===== src/rtl/eta1_err_monitor.sv =====
// Error-statistics monitor for the eta1 approximate adder: compares each approximate sum against
// the exact a+b and accumulates error count, saturating sum of |error| and max |error| over N beats.
module eta1_err_monitor #(
  parameter int BIT_WIDTH = 8,
  parameter int CNT_W     = 16,
  parameter int ACC_W     = 32
) (
  input  logic                 clk,
  input  logic                 rst_n,
  input  logic                 start,
  input  logic [CNT_W-1:0]     n_samples,
  input  logic                 in_valid,
  output logic                 in_ready,
  input  logic [BIT_WIDTH-1:0] a,
  input  logic [BIT_WIDTH-1:0] b,
  input  logic [BIT_WIDTH:0]   approx,
  output logic                 busy,
  output logic                 done,
  output logic [CNT_W-1:0]     err_count,
  output logic [ACC_W-1:0]     sum_abs_err,
  output logic [BIT_WIDTH:0]   max_abs_err
);

  // state    | meaning
  // ST_IDLE  | after reset, waiting for start
  // ST_RUN   | accepting beats until n_samples have been taken
  // ST_DRAIN | no new beats, letting the pipeline retire into the stats
  // ST_DONE  | results stable, waiting for start
  typedef enum logic [1:0] {ST_IDLE, ST_RUN, ST_DRAIN, ST_DONE} state_t;

  localparam int EW = BIT_WIDTH + 1;
  // Sum is formed one bit wider than the larger operand so the carry flags saturation.
  localparam int SW = ((ACC_W > EW) ? ACC_W : EW) + 1;

  state_t               state_q, state_d;
  logic [CNT_W-1:0]     n_q, n_d;
  logic [CNT_W-1:0]     acc_cnt_q, acc_cnt_d;
  logic                 s1_valid_q, s1_valid_d;
  logic [EW-1:0]        s1_exact_q, s1_exact_d;
  logic [EW-1:0]        s1_approx_q, s1_approx_d;
  logic [CNT_W-1:0]     err_q, err_d;
  logic [ACC_W-1:0]     sum_q, sum_d;
  logic [EW-1:0]        max_q, max_d;
  logic                 in_ready_q, in_ready_d;
  logic                 busy_q, busy_d;
  logic                 done_q, done_d;

  logic                 accept;
  logic [EW-1:0]        abs_err;
  logic [SW-1:0]        sum_ext;
  logic [CNT_W-1:0]     acc_cnt_inc;

  always_comb begin
    state_d     = state_q;
    n_d         = n_q;
    acc_cnt_d   = acc_cnt_q;
    err_d       = err_q;
    sum_d       = sum_q;
    max_d       = max_q;

    accept      = in_valid & in_ready_q;
    acc_cnt_inc = acc_cnt_q + 1'b1;

    s1_valid_d  = accept;
    s1_exact_d  = accept ? ({1'b0, a} + {1'b0, b}) : s1_exact_q;
    s1_approx_d = accept ? approx : s1_approx_q;

    abs_err = (s1_exact_q >= s1_approx_q) ? (s1_exact_q - s1_approx_q)
                                          : (s1_approx_q - s1_exact_q);
    sum_ext = SW'(sum_q) + SW'(abs_err);

    if (s1_valid_q) begin
      err_d = err_q + CNT_W'(abs_err != '0);
      sum_d = (sum_ext > SW'({ACC_W{1'b1}})) ? {ACC_W{1'b1}} : sum_ext[ACC_W-1:0];
      if (abs_err > max_q) max_d = abs_err;
    end

    case (state_q)
      ST_IDLE, ST_DONE: begin
        if (start) begin
          err_d     = '0;
          sum_d     = '0;
          max_d     = '0;
          acc_cnt_d = '0;
          n_d       = n_samples;
          state_d   = (n_samples != '0) ? ST_RUN : ST_DONE;
        end
      end
      ST_RUN: begin
        if (accept) begin
          acc_cnt_d = acc_cnt_inc;
          if (acc_cnt_inc == n_q) state_d = ST_DRAIN;
        end
      end
      ST_DRAIN: begin
        // Only S1 holds pending work; S2 is the stats registers themselves.
        if (!s1_valid_q) state_d = ST_DONE;
      end
      default: state_d = ST_IDLE;
    endcase

    in_ready_d = (state_d == ST_RUN);
    busy_d     = (state_d == ST_RUN) || (state_d == ST_DRAIN);
    done_d     = (state_d == ST_DONE);
  end

  always_ff @(posedge clk or negedge rst_n) begin
    if (!rst_n) begin
      state_q     <= ST_IDLE;
      n_q         <= '0;
      acc_cnt_q   <= '0;
      s1_valid_q  <= 1'b0;
      s1_exact_q  <= '0;
      s1_approx_q <= '0;
      err_q       <= '0;
      sum_q       <= '0;
      max_q       <= '0;
      in_ready_q  <= 1'b0;
      busy_q      <= 1'b0;
      done_q      <= 1'b0;
    end else begin
      state_q     <= state_d;
      n_q         <= n_d;
      acc_cnt_q   <= acc_cnt_d;
      s1_valid_q  <= s1_valid_d;
      s1_exact_q  <= s1_exact_d;
      s1_approx_q <= s1_approx_d;
      err_q       <= err_d;
      sum_q       <= sum_d;
      max_q       <= max_d;
      in_ready_q  <= in_ready_d;
      busy_q      <= busy_d;
      done_q      <= done_d;
    end
  end

  assign in_ready    = in_ready_q;
  assign busy        = busy_q;
  assign done        = done_q;
  assign err_count   = err_q;
  assign sum_abs_err = sum_q;
  assign max_abs_err = max_q;

endmodule


===== config.mk =====
export PLATFORM = sky130hd
export DESIGN_NAME = eta1_err_monitor
export DESIGN_NICKNAME = d
export VERILOG_FILES = /design/src/rtl/eta1_err_monitor.sv
export SDC_FILE = /design/constraint.sdc
export NUM_CORES = 1
export LEC_CHECK = 0
export BUFFER_PORTS_ARGS = -buffer_cell sky130_fd_sc_hd__buf_2
export CAP_MARGIN = 20
export CORE_MARGIN = 2
export CORE_UTILIZATION = 38
export CTS_CLUSTER_DIAMETER = 30
export DETAILED_ROUTE_END_ITERATION = 10
export REMOVE_ABC_BUFFERS = 1
export SYNTH_ARGS = -nofsm -noshare
export SYNTH_HDL_FRONTEND = slang
export SYNTH_SLANG_ARGS = --single-unit
export TNS_END_PERCENT = 100

===== constraint.sdc =====
create_clock -name clk -period 8.4 [get_ports clk]
set_clock_uncertainty 0.15 [all_clocks]
set_input_delay 1.68 -clock clk [delete_from_list [all_inputs] [get_ports clk]]
set_output_delay 1.68 -clock clk [all_outputs]
set_load 0.005 [all_outputs]

==> results.ini, run 1 <==
[critical_path]
cp-end-kind=register
max_stage_delay_ns=0.59
critPathRequiredTime_ns=8.57
path_max_fanout=9
critical_path_class=register to register
crit_chain=inv_1 -> ha_1 -> a21oi_1 -> o22ai_1 -> o41ai_4 -> mux2_2 -> o21ai_1 -> xor2_1 -> ha_1 -> o21a_1 -> o21a_1 -> a41oi_1 -> or2_2 -> nor2_1 -> a41oi_1 -> a311oi_1
worstSetupStartpointType=register
worstPathArrival_ns=5.20
timing.rr.start=s1_exact_q[6]$_DFFE_PN0P_
startpoint=s1_exact_q[6]$_DFFE_PN0P_
slowest_stage=o41ai_4

[drt]
met1Wirelength_um=7985
wire_per_inst_um=14.74
viasPerCell=5.191
ant_nets=0
drt_first_pass_iters=5
dr_wl_met2_um=8016
drt_iter0_drc=289
wirelength_um=16800
drcViolationCount=0
top_layer=met4
vias=5918
wl_met3_um=507

[cells_and_area]
stdcell_area_um2=8456
ff_latch_area_um2=2828
fin_util_pct=45.36
n_antenna_cell=0
multi_input_area_um2=3974
nFillCells=1855
drive_gt1_share_pct=18.32
area_growth_pct=17.43
num-nets-final=992

[timing]
rsz0062_at_grt=no
min_period_over_period_pct=59.90
worstMarginPinSlew_ns=0.9490
fmax_mhz=198.7
relSlewSlack_pct=36.73
hold_violations=0
tns_ns=0
period_needed_ns=5.032
setup_violations=0
slew_violations=0

[clocking]
post_cts_buffers=0
ctsResizeCount=0
cts_tree=done
clock_path_buffers=2
cts_root_buf=clkbuf_16
clk_pin_slew_ns=0.05
hold_buffers=0
clkLatencyLatePin_ns=0.42
htree_levels=4
cts.sinks=113
cts_buffers=17

[hold_path]
min_from=sum_abs_err[12]$_DFF_PN0_
hold_path.class=register to register

[synth]
synthDistinctLibCells=59
synth_cells=804
yosysTopAreaCell=dfrtp_1
syn-mean-instance-area_um2=8.956
netlist_top_cells_area=dfrtp_1 (39%), ha_1 (8.7%), nand2_1 (6.0%)
async_flop_share_pct=100.0
synth_commonest_cells=nand2_1 (115), dfrtp_1 (113), o21ai_0 (61)
synth_top_area_share_pct=39.27
syn_area_um2=7201
yosys_warnings=0
synth_edf_count=0
yosysMostFrequentCell=nand2_1
yosysSeqAreaShare_pct=39.27
synth-seq-cells=113
synth_ff_type=dfrtp_1

[die]
die_y_um=141.7
fp.coreArea_um2=18640
ios=105
start_util_pct=38.62
num_rows=50
die-width_um=141.7
die_area_um2=20070

[global_routing]
grt_overflow_total=0
grt_pass1_wl_um=28210
antenna_found_initial=0
grt_pass1_vias=5695
grt_max_degree=60
grtUsageTotal_pct=17.68

[outcome]
status=completed

[placed_design]
placed_area_um2=7859
place.port_buffers=104
hpwl_um=11970
place.gp.congestion=0.8565

[run]
max-cap-violations=0

[power_and_ir_drop]
finalPower_mw=3.976
power_density_nw_per_um2=470.3
vdd_drop_max_mv=0.2712
p_leak_nw=4.092

-- final timing paths --
check | endpoint | slack (ns) | cells after the start
max reg2reg | sum_abs_err[24]$_DFF_PN0_ | 3.37 | 16
max in group asynchronous | max_abs_err[1]$_DFF_PN0_ | 5.69 | 2
min in group asynchronous | err_count[15]$_DFF_PN0_ | 1.16 | 1
min | sum_abs_err[12]$_DFF_PN0_ | 0.35 | 1
min reg2reg | sum_abs_err[12]$_DFF_PN0_ | 0.35 | 1
max | sum_abs_err[24]$_DFF_PN0_ | 3.37 | 16
-- placed cells by master (no fill, tap or decap), drive strengths merged, types with 28 or more instances in the layout --
master / netlist / final
nand2: 115 / 115
nor3: 29 / 29
nor2: 45 / 45
a21oi: 38 / 38
ha: 50 / 50
inv: 53 / 53
dfrtp: 113 / 113
buf: 16 / 110
o21ai: 67 / 67
clkbuf: 24 / 28
xnor2: 32 / 32
-- worst max-delay path: cells and delay by family, from the launching register on --
kind	cells	cell delay (ns)
compound gates	9	2.21
xor+xnor	1	0.32
flops	1	0.36
mux	1	0.45
simple gates	2	0.74
fa+ha+maj	2	0.65
buf+inv	1	0.05
-- per-layer routing --
layer | vias up | GRT usage (%)
met3 | 20 | 3.881
met5 | - | 0
met1 | 2830 | 23.62
met2 | 84 | 28.49
met4 | 0 | 6.105
li1 | 2984 | -
-- state kept, by name (all words and copies together), names as in the netlist, 2 cells and up --
| signal | flops |
|---|---|
| s1_exact_q | 9 |
| err_count | 16 |
| max_abs_err | 9 |
| s1_approx_q | 9 |
| state_q | 2 |
| n_q | 16 |
| sum_abs_err | 32 |
| acc_cnt_q | 16 |
-- report_power, final --
group,switching (mW),internal (mW)
sequential,0.143,0.704
combinational,1.39,1.01
clock,0.246,0.483
-- through the flow --
stage / std cells / worst slack [ns] / hold slack (ns)
5_1_grt: 1140 / 2.950 / 0.3679
3_3_place_gp: 1107 / 3.558 / 0.3327
3_5_place_dp: 1108 / 3.402 / 0.3338
6_report: 1140 / 3.368 / 0.3457
2_1_floorplan: 764 / 3.510 / 0.3063
4_1_cts: 1140 / 3.385 / 0.3479
-- layout make-up --
class                      count  area share, %
tap                          234          3.463
sequential                   113          33.44
inverter                      53          2.353
clock inverter                 4         0.8286
clock buffer                  28          6.230
multi-input combinational    598          47.00
timing repair buffer         110          6.688
-- cell families after synthesis --
group	count (synthesis)	synth area share [%]
AO/OA/AOI/OAI	194	17.62
XOR/XNOR	58	7.159
adder cells (fa/ha/maj)	54	9.800
buffers and inverters	93	5.560
flip-flops	113	39.27
multiplexers	20	2.919
AND/OR/NAND/NOR	272	17.67
No activity file was read; power rests on OpenSTA's default activity.
==> run 2, diff against run 1 <==
==> constraint.sdc (replaced) <==
create_clock -name clk -period 5.1 [get_ports clk]
set_clock_uncertainty 0.15 [all_clocks]
set_input_delay 1.02 -clock clk [delete_from_list [all_inputs] [get_ports clk]]
set_output_delay 1.02 -clock clk [all_outputs]
set_load 0.005 [all_outputs]
==> results.ini, run 2 (synthesis gave the netlist of run 1 again) <==
[critical_path]
path_max_fanout=9  ; unchanged
critical_path_class=register to register
critPathRequiredTime_ns=5.28  ; -3.29 ns
worstSetupStartpointType=register
cp-end-kind=register
worstPathArrival_ns=4.87  ; -0.33 ns

[run]
max-cap-violations=0  ; unchanged

[hold_path]
hold_path.class=register to register

[drt]
ant_nets=0  ; unchanged
drt_first_pass_iters=4  ; -1
wire_per_inst_um=14.82  ; +0.57%
vias=5963  ; +0.76%
viasPerCell=5.190  ; about the same
drt_iter0_drc=266  ; -8.0%
wirelength_um=17030  ; +1.4%
drcViolationCount=0  ; unchanged

[cells_and_area]
area_growth_pct=18.58
multi_input_area_um2=3976  ; about the same
ff_latch_area_um2=2828  ; unchanged
n_antenna_cell=0  ; unchanged
drive_gt1_share_pct=19.56  ; +1.2 points
layout_commonest_cell=nand2_1
layout_common_cells=nand2_1 (115), dfrtp_1 (113), buf_2 (103)
nFillCells=1840  ; -0.81%
num-nets-final=1001  ; +0.91%
stdcell_area_um2=8538  ; +0.98%
largest_register_ffs=32  ; unchanged

[clocking]
htree_levels=4  ; unchanged
cts_root_buf=clkbuf_16
hold_buffers=0  ; unchanged
clock_path_buffers=2  ; unchanged
cts_buffers=17  ; unchanged
cts.sinks=113  ; unchanged
clkLatencyLatePin_ns=0.42  ; about the same
clk_pin_slew_ns=0.06  ; about the same
cts_tree=done

[power_and_ir_drop]
vdd_drop_max_mv=0.3943  ; +45%
finalPower_mw=6.737  ; +69%
power_density_nw_per_um2=789.0  ; +68%
p_leak_nw=4.130  ; +0.93%

[timing]
setup_violations=0  ; unchanged
min_period_over_period_pct=92.02  ; +32 points
worstMarginPinSlew_ns=0.9478  ; -0.001162 ns
hold_violations=0  ; unchanged
relSlewSlack_pct=36.81  ; +0.077 points
period_needed_ns=4.693  ; -0.3388 ns
slew_violations=0  ; unchanged
hold_ws_ns=0.3477  ; +0.002076 ns
tns_ns=0  ; unchanged
fmax_mhz=213.1  ; +7.2%
rsz0062_at_grt=no

[die]
num_rows=50  ; unchanged
die-width_um=141.7  ; unchanged
start_util_pct=38.62  ; unchanged
fp.coreArea_um2=18640  ; unchanged
die_y_um=141.7  ; unchanged
ios=105  ; unchanged
die_area_um2=20070  ; unchanged

[placed_design]
place.gp.congestion=0.8545  ; -0.23%
hpwl_um=12120  ; +1.3%
placed_area_um2=7914  ; +0.70%
place.port_buffers=104  ; unchanged

[outcome]
status=completed

[global_routing]
grt_overflow_total=0  ; unchanged
antenna_found_initial=0  ; unchanged
grt_pass1_vias=5654  ; -0.72%
grt_pass1_wl_um=28130  ; -0.29%
grtUsageTotal_pct=17.59  ; -0.088 points
grt_max_degree=71  ; +18%

## run 2: changes by cell type in the layout (fill, tap and decap cells not counted)
| cell | previous run | this run |
|---|---|---|
| buf_2 | 104 | 103 |
| buf_4 | 6 | 16 |
| bufinv_16 | 2 | 3 |
| clkbuf_1 | 5 | 2 |
| clkbuf_8 | 6 | 3 |
| clkinv_2 | 2 | 4 |
| clkinvlp_4 | 0 | 3 |
| nor2_1 | 45 | 44 |
| nor2_2 | 0 | 1 |
## run 2: what timing repair did
| item | CTS | global route |
|---|---|---|
| endpoints found under the hold margin | 0 | 0 |
| setup buffers | 0 | 2 |
| gates resized for setup | 0 | 1 |
| endpoints found under the setup margin | 0 | 9 |
## run 2: report_power, final
| group | internal, mW | switching [mW] |
|---|---|---|
| Combinational | 1.78 | 2.34 |
| Sequential | 1.16 | 0.234 |
| Clock | 0.803 | 0.428 |
| Total | 3.74 | 3.00 |
## run 2: worst paths after layout
check                                     startpoint                         to  slack [ns]  depth (start not counted)
hold reg to reg                   n_q[3]$_DFFE_PN0P_         n_q[3]$_DFFE_PN0P_        0.35                          2
max in group asynchronous                      rst_n  s1_exact_q[1]$_DFFE_PN0P_        3.25                          2
setup reg to reg           s1_exact_q[5]$_DFFE_PN0P_  sum_abs_err[29]$_DFF_PN0_        0.41                         16
min in group asynchronous                      rst_n    err_count[10]$_DFF_PN0_        0.59                          1
setup / recovery           s1_exact_q[5]$_DFFE_PN0P_  sum_abs_err[29]$_DFF_PN0_        0.41                         16
hold / removal                    n_q[3]$_DFFE_PN0P_         n_q[3]$_DFFE_PN0P_        0.35                          2
## run 2: cell type report
| type | count | share of cell area, % |
|---|---|---|
| clock buffers | 22 | 5.554 |
| clock inverters | 10 | 1.553 |
| inverters | 53 | 2.330 |
| multi-input cells | 598 | 46.57 |
| flip-flops and latches | 113 | 33.12 |
| well taps | 234 | 3.429 |
| repair buffers | 119 | 7.444 |
## run 2: routing by layer
layer  vias up  global-route usage, %  share of wire [%]  wire length, um
li1       3007                      -                  -                -
met1      2861                  23.46                 49             8374
met2        79                  28.79                 47             7951
met3        16                  3.982                2.9              487
met4         0                  5.053                1.3              218
met5         -                      0                  0                0
## run 2: critical path, cell delays in order (launching register included)
cell and delay (ns):
dfrtp_1 0.36, inv_1 0.05, ha_1 0.42, nand4_1 0.20
o21bai_1 0.15, o41ai_4 0.51, mux2_2 0.44, o21ai_1 0.16
xor2_1 0.24, ha_1 0.33, a21o_1 0.23, o31ai_1 0.25
o21ai_0 0.12, o211ai_1 0.39, nor2_2 0.15, and2_4 0.23
a211oi_2 0.21
## run 2: metrics by stage
stage | worst slack [ns] | std cells | util (%)
after CTS | 0.2195 | 1147 | 45.70
after global placement | 0.3233 | 1115 | 42.45
after detailed placement | 0.2330 | 1115 | 42.45
after global routing | 0.04524 | 1149 | 45.80
final | 0.4069 | 1149 | 45.80
after floorplan | 0.6988 | 764 | -
==> run 3, diff against run 2 <==
--- a/config.mk
+++ b/config.mk
@@ -5,12 +5,12 @@
 export SDC_FILE = /design/constraint.sdc
 export NUM_CORES = 1
 export LEC_CHECK = 0
-export BUFFER_PORTS_ARGS = -buffer_cell sky130_fd_sc_hd__buf_2
 export CAP_MARGIN = 20
 export CORE_MARGIN = 2
 export CORE_UTILIZATION = 38
 export CTS_CLUSTER_DIAMETER = 30
 export DETAILED_ROUTE_END_ITERATION = 10
+export DONT_BUFFER_PORTS = 1
 export REMOVE_ABC_BUFFERS = 1
 export SYNTH_ARGS = -nofsm -noshare
 export SYNTH_HDL_FRONTEND = slang
==> results.ini, run 3 (synthesis gave the netlist of run 1 again) <==
[power_and_ir_drop]
vdd_drop_max_mv=0.3318  ; -16%
p_int_mw=3.879  ; +3.7%
p_leak_nw=3.697  ; -10%
power_density_nw_per_um2=845.5  ; +7.2%
power_frac_comb_pct=58.9  ; -2.1 points
power_frac_seq_pct=20.8  ; about the same
switching_share_pct=43.40  ; -1.1 points
p_clk_share_pct=20.2  ; +1.9 points
finalPower_mw=6.854  ; +1.7%
p_sw_mw=2.975  ; -0.76%

[critical_path]
path_max_fanout=8  ; -1
timing.rr.end=sum_abs_err[25]$_DFF_PN0_
crit_chain=inv_1 -> ha_1 -> nand4_1 -> o21bai_1 -> o41ai_4 -> buf_4 -> buf_4 -> mux2_2 -> o21ai_2 -> xor2_2 -> ha_1 -> o21a_1 -> o21a_1 -> o31ai_1 -> o21ai_0 -> o211ai_1 -> nor2_1 -> and2_4 -> a211oi_2
r2r_setup_slack_ns=0.45  ; +0.04 ns
max_stage_delay_ns=0.42  ; -0.09 ns
slowest_stage=ha_1
cp_num_buf_inv=3  ; +2
crit_family=compound AO/OA/AOI/OAI gates
critPathRequiredTime_ns=5.28  ; about the same
critical_path_class=register to register
worstPathArrival_ns=4.83  ; -0.04 ns
cp-end-kind=register
worstSetupStartpointType=register
reg2reg_depth=19  ; +3
timing.rr.start=s1_exact_q[5]$_DFFE_PN0P_

[die]
die-width_um=141.7  ; unchanged
die_area_um2=20070  ; unchanged
die_y_um=141.7  ; unchanged
fp.coreArea_um2=18640  ; unchanged
ios=105  ; unchanged
start_util_pct=38.62  ; unchanged
num_rows=50  ; unchanged

[clocking]
cts.sinks=113  ; unchanged
clkLatencyLatePin_ns=0.42  ; about the same
post_cts_buffers=0  ; unchanged
cts_buffers=17  ; unchanged
ctsResizeCount=0  ; unchanged
cts_tree=done
clock_path_buffers=2  ; unchanged
cts_root_buf=clkbuf_16
clk_pin_slew_ns=0.05  ; about the same
hold_buffers=0  ; unchanged
htree_levels=4  ; unchanged

[drt]
ant_nets=0  ; unchanged
wire_per_inst_um=16.07  ; +8.4%
viasPerCell=5.358  ; +3.2%
wirelength_um=16810  ; -1.3%
drcViolationCount=0  ; unchanged
drt_first_pass_iters=4  ; unchanged
drt_iter0_drc=268  ; +0.75%
vias=5604  ; -6.0%

[cells_and_area]
area_growth_pct=12.58
num-nets-final=898  ; -10%
layout_commonest_cell=nand2_1
n_antenna_cell=0  ; unchanged
fin_util_pct=43.48  ; -2.3 points
nFillCells=1870  ; +1.6%
largest_register_ffs=32  ; unchanged
drive_gt1_share_pct=9.483  ; -10 points
layout_common_cells=nand2_1 (115), dfrtp_1 (113), o21ai_0 (60)
layout.cells.non_filler=1046  ; -9.0%

[global_routing]
grt_max_degree=114  ; +61%
grt_pass1_vias=5511  ; -2.5%
grtUsageTotal_pct=17.53  ; -0.060 points
grt_overflow_total=0  ; unchanged
grt_pass1_wl_um=28000  ; -0.47%
antenna_found_initial=0  ; unchanged

[timing]
tns_ns=0  ; unchanged
setup_violations=0  ; unchanged
worstMarginPinSlew_ns=0.7095  ; -0.2383 ns
fmax_mhz=215.0  ; +0.90%
period_needed_ns=4.651  ; -0.04184 ns
hold_violations=0  ; unchanged
min_period_over_period_pct=91.20  ; -0.82 points
rsz0062_at_grt=no
relSlewSlack_pct=52.70  ; +16 points
slew_violations=0  ; unchanged

[run]
max-cap-violations=0  ; unchanged

[placed_design]
dp_cells=1009  ; -9.5%
hpwl_um=11800  ; -2.6%
place.gp.congestion=0.8516  ; -0.34%
place.port_buffers=0  ; -100%

[outcome]
status=completed

[hold_path]
hold_path.class=primary input to async pin

==> run 3: changes by cell type in the layout (fill, tap and decap cells not counted), sizes merged <==
cell and delta:
buf -103, bufinv +3, clkinvlp -3, clkbuf -1, clkinv +1
==> run 3: how the worst max path moves through the flow <==
| stage | from | end | cells after the start |
|---|---|---|---|
| after global placement | s1_exact_q[6]$_DFFE_PN0P_ | sum_abs_err[24]$_DFF_PN0_ | 15 |
| final | s1_exact_q[5]$_DFFE_PN0P_ | sum_abs_err[25]$_DFF_PN0_ | 19 |
| after detailed placement | s1_exact_q[6]$_DFFE_PN0P_ | sum_abs_err[27]$_DFF_PN0_ | 17 |
| after CTS | s1_exact_q[6]$_DFFE_PN0P_ | sum_abs_err[25]$_DFF_PN0_ | 17 |
| after global routing | s1_exact_q[5]$_DFFE_PN0P_ | sum_abs_err[24]$_DFF_PN0_ | 16 |
| after floorplan | s1_exact_q[2]$_DFFE_PN0P_ | sum_abs_err[24]$_DFF_PN0_ | 16 |
==> run 3: cell type report <==
class | instances | area (um^2) | area share, %
Inverter | 53 | 198.9 | 2.454
Multi-Input combinational cell | 598 | 3974 | 49.02
Tap cell | 234 | 292.8 | 3.612
Clock inverter | 11 | 205.2 | 2.531
Clock buffer | 21 | 480.5 | 5.927
Timing Repair Buffer | 16 | 127.6 | 1.574
Sequential cell | 113 | 2828 | 34.88
==> run 3: through the flow <==
| step | area (um^2) | hold slack [ns] | worst slack, ns |
|---|---|---|---|
| after global routing | 8107 | 0.1242 | 0.09617 |
| after detailed placement | 7376 | 0.3339 | 0.3108 |
| final | 8107 | 0.1473 | 0.4487 |
| after global placement | 7376 | 0.3289 | 0.4486 |
| after floorplan | 6999 | 0.3063 | 0.6988 |
| after CTS | 8061 | 0.1271 | 0.3062 |
==> run 3: worst reg2reg max path: stages (launching register included) <==
cell      delay, ns
dfrtp_1        0.37
inv_1          0.05
ha_1           0.42
nand4_1        0.20
o21bai_1       0.15
o41ai_4        0.32
buf_4          0.21
buf_4          0.12
mux2_2         0.35
o21ai_2        0.08
xor2_2         0.25
ha_1           0.33
o21a_1         0.18
o21a_1         0.21
o31ai_1        0.10
o21ai_0        0.12
o211ai_1       0.29
nor2_1         0.23
and2_4         0.24
a211oi_2       0.22
==> run 3: power groups by stage <==
stage          clock network (mW)  registers, mW  logic, mW
2_1_floorplan                   0           1.36       3.08
3_3_place_gp                    0           1.44       3.92
3_5_place_dp                    0           1.45       3.94
4_1_cts                      1.42           1.44       3.98
5_1_grt                      1.46           1.47       4.58
6_report                     1.39           1.43       4.04
==> run 3: layer usage <==
layer | up-vias | routed length (um) | GRT usage (%)
met5 | - | 0 | 0
li1 | 2790 | - | -
met1 | 2709 | 7675 | 21.88
met2 | 87 | 8112 | 29.00
met4 | 0 | 254 | 6.053
met3 | 18 | 766 | 5.265
